## src/rtl/key_scan10_debounce.sv

```systemverilog
// Ten-key front end: synchronises raw active-low key lines, debounces them on a
// slow sample tick and presents a zero-or-one-hot key vector with a press strobe.
module key_scan10_debounce #(
    parameter int TICK_DIV   = 50000,
    parameter int DB_SAMPLES = 20
) (
    input  logic       i_clk,
    input  logic       i_rst_n,
    input  logic [9:0] i_key_n,
    output logic [9:0] o_data,
    output logic       o_valid
);

    localparam int TICK_W = (TICK_DIV > 1) ? $clog2(TICK_DIV) : 1;
    localparam int CNT_W  = $clog2(DB_SAMPLES + 1);
    localparam logic [TICK_W-1:0] TICK_LAST = TICK_W'(TICK_DIV - 1);
    localparam logic [CNT_W-1:0]  CNT_LAST  = CNT_W'(DB_SAMPLES - 1);
    localparam logic [CNT_W-1:0]  CNT_ONE   = CNT_W'(1);

    typedef enum logic [1:0] {
        IDLE,
        DEBOUNCE,
        HELD,
        RELEASE
    } state_t;

    logic [9:0]        r_sync1;
    logic [9:0]        r_sync2;
    logic [TICK_W-1:0] r_tick_cnt;
    logic [CNT_W-1:0]  r_cnt;
    logic [9:0]        r_cand;
    logic [9:0]        r_data;
    logic              r_valid;
    state_t            r_state;

    logic [9:0] w_p;
    logic       w_tick;
    logic       w_p_zero;
    logic       w_p_onehot;
    logic       w_p_cand;
    logic       w_cnt_last;

    // Sync flops come out of reset as "all keys released" so no phantom press appears.
    always_ff @(posedge i_clk or negedge i_rst_n) begin
        if (!i_rst_n) begin
            r_sync1 <= '1;
            r_sync2 <= '1;
        end else begin
            // NOTE: sequential state uses non-blocking assignments so every flop
            // samples the pre-edge value of its neighbours.
            r_sync1 <= i_key_n;
            r_sync2 <= r_sync1;
        end
    end

    always_ff @(posedge i_clk or negedge i_rst_n) begin
        if (!i_rst_n) begin
            r_tick_cnt <= '0;
        end else if (w_tick) begin
            r_tick_cnt <= '0;
        end else begin
            r_tick_cnt <= r_tick_cnt + TICK_W'(1);
        end
    end

    assign w_p        = ~r_sync2;
    assign w_tick     = (r_tick_cnt == TICK_LAST);
    assign w_p_zero   = (w_p == '0);
    assign w_p_onehot = !w_p_zero && ((w_p & (w_p - 10'd1)) == '0);
    assign w_p_cand   = (w_p == r_cand);
    assign w_cnt_last = (r_cnt == CNT_LAST);

    always_ff @(posedge i_clk or negedge i_rst_n) begin
        if (!i_rst_n) begin
            r_state <= IDLE;
            r_cnt   <= '0;
            r_cand  <= '0;
            r_data  <= '0;
            r_valid <= 1'b0;
        end else begin
            r_valid <= 1'b0;
            if (w_tick) begin
                case (r_state)
                    IDLE: begin
                        if (w_p_onehot) begin
                            r_cand  <= w_p;
                            r_cnt   <= CNT_ONE;
                            r_state <= DEBOUNCE;
                        end
                    end
                    DEBOUNCE: begin
                        if (w_p_cand && w_cnt_last) begin
                            r_data  <= r_cand;
                            r_valid <= 1'b1;
                            r_cnt   <= '0;
                            r_state <= HELD;
                        end else if (w_p_cand) begin
                            r_cnt <= r_cnt + CNT_ONE;
                        end else begin
                            r_cnt   <= '0;
                            r_state <= IDLE;
                        end
                    end
                    HELD: begin
                        if (!w_p_cand) begin
                            r_cnt   <= w_p_zero ? CNT_ONE : '0;
                            r_state <= RELEASE;
                        end
                    end
                    RELEASE: begin
                        // Only an unbroken run of all-released samples lets go of the key.
                        if (w_p_zero && w_cnt_last) begin
                            r_data  <= '0;
                            r_cnt   <= '0;
                            r_state <= IDLE;
                        end else if (w_p_zero) begin
                            r_cnt <= r_cnt + CNT_ONE;
                        end else if (w_p_cand) begin
                            r_cnt   <= '0;
                            r_state <= HELD;
                        end else begin
                            r_cnt <= '0;
                        end
                    end
                    default: begin
                        r_cnt   <= '0;
                        r_state <= IDLE;
                    end
                endcase
            end
        end
    end

    assign o_data  = r_data;
    assign o_valid = r_valid;

endmodule
```

## config.mk

```make
export PLATFORM = sky130hd
export DESIGN_NAME = key_scan10_debounce
export DESIGN_NICKNAME = d
export VERILOG_FILES = /design/src/rtl/key_scan10_debounce.sv
export SDC_FILE = /design/constraint.sdc
export NUM_CORES = 1
export LEC_CHECK = 0
export CAP_MARGIN = 10
export CORE_MARGIN = 5
export CORE_UTILIZATION = 33
export DETAILED_ROUTE_END_ITERATION = 8
export DONT_BUFFER_PORTS = 1
export MAX_ROUTING_LAYER = met4
export PLACE_DENSITY = 0.58
export SLEW_MARGIN = 30
export SYNTH_ARGS = -nofsm -noshare
export SYNTH_HDL_FRONTEND = slang
export SYNTH_SLANG_ARGS = --single-unit
```

## constraint.sdc

```tcl
create_clock -name i_clk -period 4.65 [get_ports i_clk]
set_input_delay 0.6975 -clock i_clk [delete_from_list [all_inputs] [get_ports i_clk]]
set_output_delay 0.6975 -clock i_clk [all_outputs]
set_load 0.005 [all_outputs]
```

==> impl_metrics.ini, run 1 <==
[die]
start_util = 0.3321
die_w_um = 103.0
dieArea_mm2 = 0.01061
ios = 23
fp.dieH_um = 103.0
rows = 34
coreArea_mm2 = 0.008593

[critical_path]
end_kind = flop
max_stage_delay_ps = 650
cp_cell_sequence = ha_1 > and3_1 > and4_1 > inv_1 > nor3b_4 > mux2i_1
crit_type = reg -> reg
crit_required_ps = 4910
worst-r2r-setup-slack_ps = 2010
critPathLaunchType = flop
path_max_fanout = 18
crit_family = simple AND/OR/NAND/NOR gates
crit_buf_inv = 1
cp_slowest_cell = and4_1
arrival_ps = 2900

[power_and_ir_drop]
p_leak_nw = 1.360
sw_frac_of_total = 0.2108
pwr_density_cell_mw_per_mm2 = 355.5
p_switching_mw = 0.2392
seq_power_share = 0.512
p_comb_frac = 0.010
p_int_mw = 0.8959
power_frac_clock = 0.479
peakVddDrop_mv = 0.1534

[synthesis]
yosys_register_bits = 64
ys.warnings.count = 0
yosysTopAreaCell = dfrtp_1
synthArstFlopShare = 1.000
synth_nets = 274
ys.flop_type = dfrtp_1
synth_area_mm2 = 0.002854
synth_area_leaders = dfrtp_1, dfstp_2, xor2_1
avgSynthCellArea_um2 = 10.98
synth_cells = 260
ys_types = 45
synth_edf_count = 0
synth_seq_area_share = 0.5699
yosys.area.top_type_share = 0.3858

[run_status]
outcome = finished clean

[detailed_routing]
drc = 0
wirelength_um = 5102
via_per_inst = 4.947
vias = 1865
first_iter_violations = 129
drtPass1Iterations = 4
wl_per_cell_um = 13.53
postRouteAntennaNets = 0

[clock_network]
cts_resized = 0
cts_tree = built
cts_max_level = 3
clk_latency_ps = 350
postCtsSetupBuffers = 0
clock-root-buffer = clkbuf_8
clk_pin_slew_worst_paths_ps = 80
cts_hold_buf = 0
cts.sinks = 64
cts_max_path_buffers = 2
numCtsBuffers = 9

[grt]
grt.overflow.total = 0
grt_pass1_wl_um = 8880
grt_max_degree = 65
grt_use_total = 0.1117
antenna_found_initial = 0
first_global_vias = 1887

[final_layout]
drive_gt1_frac = 0.1784
antennaDiodeCount = 0
finalNetCount = 278
area_delta_synth_final_pct = 11.88

[min_path]
holdCritPathClass = in -> async

[sta]
hold_viol = 0
fmax_mhz = 379.1
min_period_ps = 2638
finalSetupViolCount = 0
worstMarginPinSlew_ps = 732.1
fin_skew_ps = 9.771
setup_ws_ps = 2012
setup_tns_ps = 0
slew_viol_final = 0
maxSlewHeadroom = 0.5022
rsz0062_at_grt = no
fin_crit_sh = 0.5673

[run]
maxCapViolCount = 0

[placement]
gp_congestion = 0.7770
port_buffers = 0
preCtsSetupSlack_ps = 1821
hpwl_um = 3485
## power by group through the flow
stage / combinational [mW] / sequential [mW] / clock [mW]
5_1_grt: 0.0124 / 0.583 / 0.581
3_3_place_gp: 0.0108 / 0.591 / 0
2_1_floorplan: 0.00959 / 0.589 / 0
4_1_cts: 0.0109 / 0.581 / 0.557
3_5_place_dp: 0.0109 / 0.591 / 0
6_report: 0.0108 / 0.581 / 0.543
## cell families (layout without fill, tap and decap cells)
group                    count (synthesis)  after routing  share of synthesized area
multiplexers                            15             15                    0.05656
buffers and inverters                   21             30                    0.03112
flip-flops                              64             64                     0.5699
AND/OR/NAND/NOR                         98             98                     0.1798
XOR/XNOR                                24             24                    0.07365
adder cells (fa/ha/maj)                  2              2                   0.008767
AO/OA/AOI/OAI                           36             36                    0.08023
## Yosys cell counts, types with 4 or more instances
| library cell | instances |
|---|---|
| nand3_1 | 15 |
| dfrtp_1 | 44 |
| nor3_1 | 4 |
| xor2_1 | 19 |
| xnor2_1 | 5 |
| nand2_1 | 24 |
| nand4_1 | 11 |
| mux2i_1 | 12 |
| dfstp_2 | 20 |
| inv_1 | 14 |
| nor2_1 | 21 |
| and3_1 | 5 |
| o21ai_1 | 22 |
## registers in the layout, indices dropped and copies added, names as in the netlist
signal      cells
r_cand         10
r_tick_cnt     16
o_valid         1
o_data         10
r_cnt           5
r_state         2
r_sync2        10
r_sync1        10
## cells in the final DEF (no fill, tap or decap), types with 2 or more instances in the layout
cell type and count:
and3_1 5, nand4_1 11, mux2_4 2, xor2_1 19
o21ai_0 2, xnor2_1 5, mux2i_1 11, nand3_1 15
dfrtp_1 44, clkinvlp_4 2, nand2b_1 2, dfstp_2 20
o31ai_1 2, nand2_1 24, clkbuf_8 10, ha_1 2
nor3_1 4, or3_1 3, inv_1 14, clkinv_4 2
o21ai_1 22, nor2_1 21, bufinv_16 2, a21oi_1 3
## worst paths after layout
kind / startpoint / depth (start not counted) / end
worst max-delay path: r_tick_cnt[0]$_DFF_PN0_ / 6 / r_cand[8]$_DFFE_PN0P_
worst min-delay path: i_rst_n / 0 / r_cnt[2]$_DFFE_PN0P_
worst max register to register: r_tick_cnt[0]$_DFF_PN0_ / 6 / r_cand[8]$_DFFE_PN0P_
worst min register to register: r_sync1[8]$_DFF_PN1_ / 0 / r_sync2[8]$_DFF_PN1_
max in group asynchronous: i_rst_n / 0 / r_sync2[9]$_DFF_PN1_
min in group i_clk: i_key_n[0] / 0 / r_sync1[0]$_DFF_PN1_
## worst register-to-register path, stage by stage (launching register included)
cell     delay (ps)
dfrtp_1         390
ha_1            210
and3_1          230
and4_1          650
inv_1           220
nor3b_4         610
mux2i_1         250
## stage by stage
step                power, mW  hold slack, ps  std cells    util  area, um^2
detailed placement     0.6022           346.8        361  0.3441        2957
global placement       0.6020           346.5        361  0.3436        2953
global route            1.176           13.14        377  0.3716        3193
floorplan              0.5984           345.2        260       -        2854
CTS                     1.149           18.87        377  0.3709        3187
finish                  1.135           42.46        377  0.3716        3193
## routing by layer
metal / up-vias / share of wire / track usage
li1: 902 / - / -
met1: 913 / 0.48 / 0.1398
met2: 42 / 0.43 / 0.1559
met3: 8 / 0.064 / 0.04330
met4: 0 / 0.023 / 0.05677
met5: - / 0 / -
## layout make-up
type | instances | area (um^2)
fillers | 855 | 5400
multi-input cells | 175 | 1149
well taps | 108 | 135.1
clock buffers | 10 | 137.6
inverters | 14 | 52.55
flip-flops and latches | 64 | 1627
clock inverters | 6 | 92.59
Note: power is estimated with default switching activity, not from simulation.
==> inputs of run 2 (changes only) <==
Settings changed: PLACE_DENSITY 0.58 to 0.59.
Clock period 4.65 ns to 2.19 ns, I/O delays scaled along.
==> run 2 against run 1 <==
  * Global-route usage increased by 0.94 points
  * Critical endpoint is now r_cnt[0]$_DFFE_PN0P_
  * Non-clock buffer count is 19 higher
  * Clock-buffer cell count stayed put
  * Design area grew 8.0%
  * Sequential power rose by 110%
==> impl_metrics.ini, run 2 (synthesis results as in run 1) <==
[run_status]
outcome = finished clean

[clock_network]
cts_max_path_buffers = 2
clock-root-buffer = clkbuf_8
cts_tree = built
cts_max_level = 3
clk_latency_ps = 350
clk_pin_slew_worst_paths_ps = 70
cts.sinks = 64
numCtsBuffers = 9

[die]
dieArea_mm2 = 0.01061
fp.dieH_um = 103.0
start_util = 0.3321
rows = 34
coreArea_mm2 = 0.008593
die_w_um = 103.0
ios = 23

[detailed_routing]
wl_per_cell_um = 13.78
wirelength_um = 5455
drc = 0
vias = 1901
postRouteAntennaNets = 0
via_per_inst = 4.801
first_iter_violations = 64
drtPass1Iterations = 5

[critical_path]
r2r_cells = 6
cp_slowest_cell = dfstp_2
worst-r2r-setup-slack_ps = 30
worstReg2RegStart = r_sync2[7]$_DFF_PN1_
path_max_fanout = 6
cp_cell_sequence = xor2_1 > nand4_1 > nor4_4 > nor2b_2 > o31ai_4 > mux2_4
r2r-end = r_cnt[0]$_DFFE_PN0P_
crit_required_ps = 2420
max_stage_delay_ps = 610
critPathLaunchType = flop
crit_type = reg -> reg
end_kind = flop
arrival_ps = 2400

[sta]
finalSetupViolCount = 0
hold_viol = 0
fmax_mhz = 462.2
rsz0062_at_grt = yes
slew_viol_final = 0
maxSlewHeadroom = 0.6707
min_period_ps = 2164
worstMarginPinSlew_ps = 494.0
fin_skew_ps = 6.667
fin_crit_sh = 0.9879

[grt]
grt.overflow.total = 0
antenna_found_initial = 0
grt_pass1_wl_um = 9522
grt_use_total = 0.1211
grt_max_degree = 65
first_global_vias = 1944

[power_and_ir_drop]
peakVddDrop_mv = 0.4336
p_int_mw = 2.039
p_switching_mw = 0.5392
p_leak_nw = 1.492
sw_frac_of_total = 0.2092
power_mw = 2.578
p_comb_frac = 0.026
seq_power_share = 0.480
power_frac_clock = 0.494
pwr_density_cell_mw_per_mm2 = 747.9

[min_path]
hold_depth = 0
min_to = r_sync2[4]$_DFF_PN1_
holdCritPathClass = reg -> reg
min_from = r_sync1[4]$_DFF_PN1_

[placement]
gp_congestion = 0.7882
port_buffers = 0
hpwl_um = 3685

[final_layout]
regMostFlops = r_tick_cnt
largest_reg_flops = 16
finalCoreUtilization = 0.4011
antennaDiodeCount = 0
layout.cells.most_common = dfrtp_1
finalNetCount = 297
fillers = 844
layout_common_cells = dfrtp_1, nand2_1, o21ai_1
drive_gt1_frac = 0.2049
area_delta_synth_final_pct = 20.78

[run]
maxCapViolCount = 0
==> run 2: cell count changes in the layout (fill, tap and decap cells not counted), sizes merged <==
cell         previous run  this run
dlygate4sd3             0        11
clkinvlp                2         1
inv                    14        15
bufinv                  2         3
clkinv                  2         1
buf                     0         8
==> run 2: what timing repair did <==
item,in CTS,in global routing
hold buffers,12,0
hold endpoints to repair,74,0
endpoints found under the setup margin,0,26
gates resized for setup,0,11
buffers inserted,0,1
==> run 2: worst max-delay path by stage <==
stage / start / to / slack, ps
2_1_floorplan: r_sync2[6]$_DFF_PN1_ / r_cnt[0]$_DFFE_PN0P_ / 180
3_3_place_gp: r_sync2[6]$_DFF_PN1_ / o_data[2]$_DFFE_PN0P_ / 30
3_5_place_dp: r_sync2[3]$_DFF_PN1_ / o_data[6]$_DFFE_PN0P_ / 50
4_1_cts: r_sync2[2]$_DFF_PN1_ / r_cand[9]$_DFFE_PN0P_ / 20
5_1_grt: r_sync2[7]$_DFF_PN1_ / r_cnt[0]$_DFFE_PN0P_ / -70
6_report: r_sync2[7]$_DFF_PN1_ / r_cnt[0]$_DFFE_PN0P_ / 30
==> run 2: power groups by stage <==
| stage | clock network, mW | registers (mW) | logic, mW |
|---|---|---|---|
| global route | 1.37 | 1.24 | 0.0774 |
| global placement | 0 | 1.26 | 0.0234 |
| floorplan | 0 | 1.25 | 0.0204 |
| detailed placement | 0 | 1.26 | 0.0230 |
| CTS | 1.31 | 1.23 | 0.0686 |
| finish | 1.27 | 1.24 | 0.0683 |
==> run 2: final cells by class <==
type,instances,area [um^2],share of cell area
clock buffer,10,137.6,0.03993
clock inverter,6,115.1,0.03339
inverter,14,52.55,0.01524
multi-input combinational,175,1182,0.3430
sequential,64,1627,0.4719
tap,108,135.1,0.03920
timing repair buffer,19,197.7,0.05735
==> run 2: critical path, delay by kind of cell, from the launching register on <==
family | cells | cell delay, ps
AND/OR/NAND/NOR | 3 | 640
flip-flops | 1 | 610
multiplexers | 1 | 330
AO/OA/AOI/OAI | 1 | 320
XOR/XNOR | 1 | 160
==> run 2: per-layer routing <==
metal  GRT usage  part of all wire  vias to the layer above
li1            -                 -                      937
met1      0.1572              0.50                      905
met2      0.1692              0.42                       49
met3     0.04533             0.059                       10
met4     0.05080             0.020                        0
met5           -                 0                        -
==> run 2: through the flow <==
step | cell area [um^2] | instances | hold WS, ps | TNS, ps | worst slack (ps)
6_report | 3447 | 396 | 348.5 | 0 | 26.46
5_1_grt | 3447 | 396 | 352.9 | -239.5 | -68.77
4_1_cts | 3388 | 395 | 349.3 | 0 | 18.30
3_5_place_dp | 2998 | 367 | 35.94 | 0 | 50.56
3_3_place_gp | 2998 | 367 | 36.46 | 0 | 34.69
2_1_floorplan | 2854 | 260 | 32.91 | 0 | 177.1
==> patch, RTL diff (config.mk and constraints of run 2) <==
Re-encode `state_t` (4 states) as one-hot, 4 bits wide.
--- a/src/rtl/key_scan10_debounce.sv
+++ b/src/rtl/key_scan10_debounce.sv
@@ -17,11 +17,11 @@
     localparam logic [CNT_W-1:0]  CNT_LAST  = CNT_W'(DB_SAMPLES - 1);
     localparam logic [CNT_W-1:0]  CNT_ONE   = CNT_W'(1);
 
-    typedef enum logic [1:0] {
-        IDLE,
-        DEBOUNCE,
-        HELD,
-        RELEASE
+    typedef enum logic [3:0] {
+        IDLE     = 4'b0001,
+        DEBOUNCE = 4'b0010,
+        HELD     = 4'b0100,
+        RELEASE  = 4'b1000
     } state_t;
 
     logic [9:0]        r_sync1;
Behaviour: no difference found for any inputs over 10 cycles, from zero or initial values and one cycle with i_rst_n low; not proved beyond that.
==> patch against run 2 <==
The run now ends with setup timing left; clock power decreased by 19%; wire length increased by 4.7%; die area increased by 0.80%; design area increased by 6.4%; synthesized area increased by 0.88%; worst setup slack got worse by 0.042 ns; power decreased by 7.4%; sequential cell count increased by 2; utilization increased by 2.5 points; highest routed layer unchanged.
==> patch: results (changes against run 2) <==
| Metric | Value |
|---|---|
| Synth Cell Area | 2880 µm² (+0.88%) |
| Total placed cells including tap cells | 394 (+7.4%) |
| First-pass DRT Iterations | 4 (-1) |
| Critical Path Max Stage Delay | 0.58 ns (-0.03 ns) |
| Run status | finished with violations |
| Drt first-iter violations | 81 (+27%) |
| CP arrival | 2.43 ns (+0.03 ns) |
| Worst Tran Pin Value | 0.419 ns (-0.0749 ns) |
| Comb power | 89.3 µW (+31%) |
| Clk_skew | 0.00328 ns (-0.00338 ns) |
| Hold Slack | 0.355 ns (+0.00660 ns) |
| Setup TNS | -0.0153 ns (-0.0153 ns) |
| Post-Synth XOR/XNOR Area | 0.0761 (+0.00240) |
| CP Max Fanout | 5 (-1) |
| Total track usage | 0.122 (+0.000937) |
| Place WS | -0.0520 ns (-0.103 ns) |
| Combinational Power Share | 0.037 (+0.011) |
| Share of cells above drive strength 1 | 0.282 (+0.0773) |
| Violated checks | setup timing |
| First-pass GRT wire length | 9720 µm (+2.1%) |
| Pin count of the biggest net entering global routing | 67 (+3.1%) |
| Vias/cell | 4.83 (+0.64%) |
| Fillers | 819 (-3.0%) |
| Syn Nets | 281 (+2.6%) |
| Count of unique library cells instantiated by Yosys | 44 (-2.2%) |
| Non-Filler Instances | 427 (+7.8%) |
| Mux cell area share after synthesis | 0.0191 (-0.0374) |
| Final #Nets | 328 (+10%) |
| Leakage | 1.56 nW (+4.8%) |
| Synth Area in Compound Gates | 0.109 (+0.0289) |
| Fin area | 3670 µm² (+6.4%) |
| Final WS setup | -0.0153 ns (-0.0418 ns) |
| RePlAce Congestion | 0.806 (+2.3%) |
| Setup violators final | 1 (+1) |
| Placed cell area | 3190 µm² (+6.6%) |
| Mean Syn Cell Area | 10.8 µm² (-1.8%) |
| Top cells by count, synth | dfrtp_1, nand2_1, o21ai_0 |
| Final HPWL DP | 3860 µm (+4.7%) |
| Peak supply drop | 496 µV (+14%) |
| Top post-synthesis cells by area | dfrtp_1, dfstp_2, nand2_1 |
| Number of global-route vias before repair | 2083 (+7.2%) |
| Post-synthesis sequential area ratio | 0.583 (+0.0129) |
| CP delay by family, top | simple AND/OR/NAND/NOR gates |
| Initial antenna violation count | 0 (unchanged) |
| Top cell type's share of synthesized area | 0.391 (+0.00534) |
| Share of synthesized cell area in full adder, half adder and majority cells | 0.00869 (-0.0000762) |
| Routed WL | 5710 µm (+4.7%) |
| Switch Pwr | 537 µW (-0.44%) |
-- patch: layout make-up --
type | count | share of cell area
Sequential cell | 66 | 0.458
Multi-Input combinational cell | 190 | 0.344
Timing Repair Buffer | 43 | 0.101
Clock buffer | 12 | 0.0485
Tap cell | 108 | 0.0369
Clock inverter | 4 | 0.00785
Inverter | 4 | 0.00410
-- patch: per-layer routing --
metal	track usage	vias to the layer above	wire length, µm
li1	-	1030	-
met1	0.153	984	2760
met2	0.176	43	2600
met3	0.0537	6	300
met4	0.0408	0	56
met5	-	-	0
-- patch: worst paths after layout --
check / start / cells after the start / to
hold / removal: r_sync1[0]$_DFF_PN1_ / 0 / r_sync2[0]$_DFF_PN1_
setup reg to reg: r_sync2[1]$_DFF_PN1_ / 6 / r_cnt[0]$_DFFE_PN0P_
setup / recovery: r_sync2[1]$_DFF_PN1_ / 6 / r_cnt[0]$_DFFE_PN0P_
max in group asynchronous: i_rst_n / 2 / r_sync1[3]$_DFF_PN1_
hold reg to reg: r_sync1[0]$_DFF_PN1_ / 0 / r_sync2[0]$_DFF_PN1_
min in group asynchronous: i_rst_n / 2 / r_tick_cnt[13]$_DFF_PN0_
-- patch: cell families (layout without fill, tap and decap cells) --
kind of cell               Yosys count  after routing
muxes                                5              5
buffers and inverters               11             63
DFF                                 66             66
AOI/OAI and AO/OA                   51             51
xor gates and xnor gates            25             25
adders and majority gates            2              2
and+or+nand+nor                    107            107
-- patch: worst reg2reg max path, cell delays in order (launching register included) --
cell	delay [ns]
dfstp_2	0.58
nand3_2	0.08
or4b_1	0.53
o211ai_2	0.12
a21oi_4	0.11
or2_2	0.35
mux2_1	0.32
-- patch: timing repair --
action	in CTS	in global routing
hold endpoints to repair	76	0
hold buffers	12	0
buffers inserted	4	1
pin swaps	6	10
gates resized for setup	4	15
setup endpoints to repair	6	19
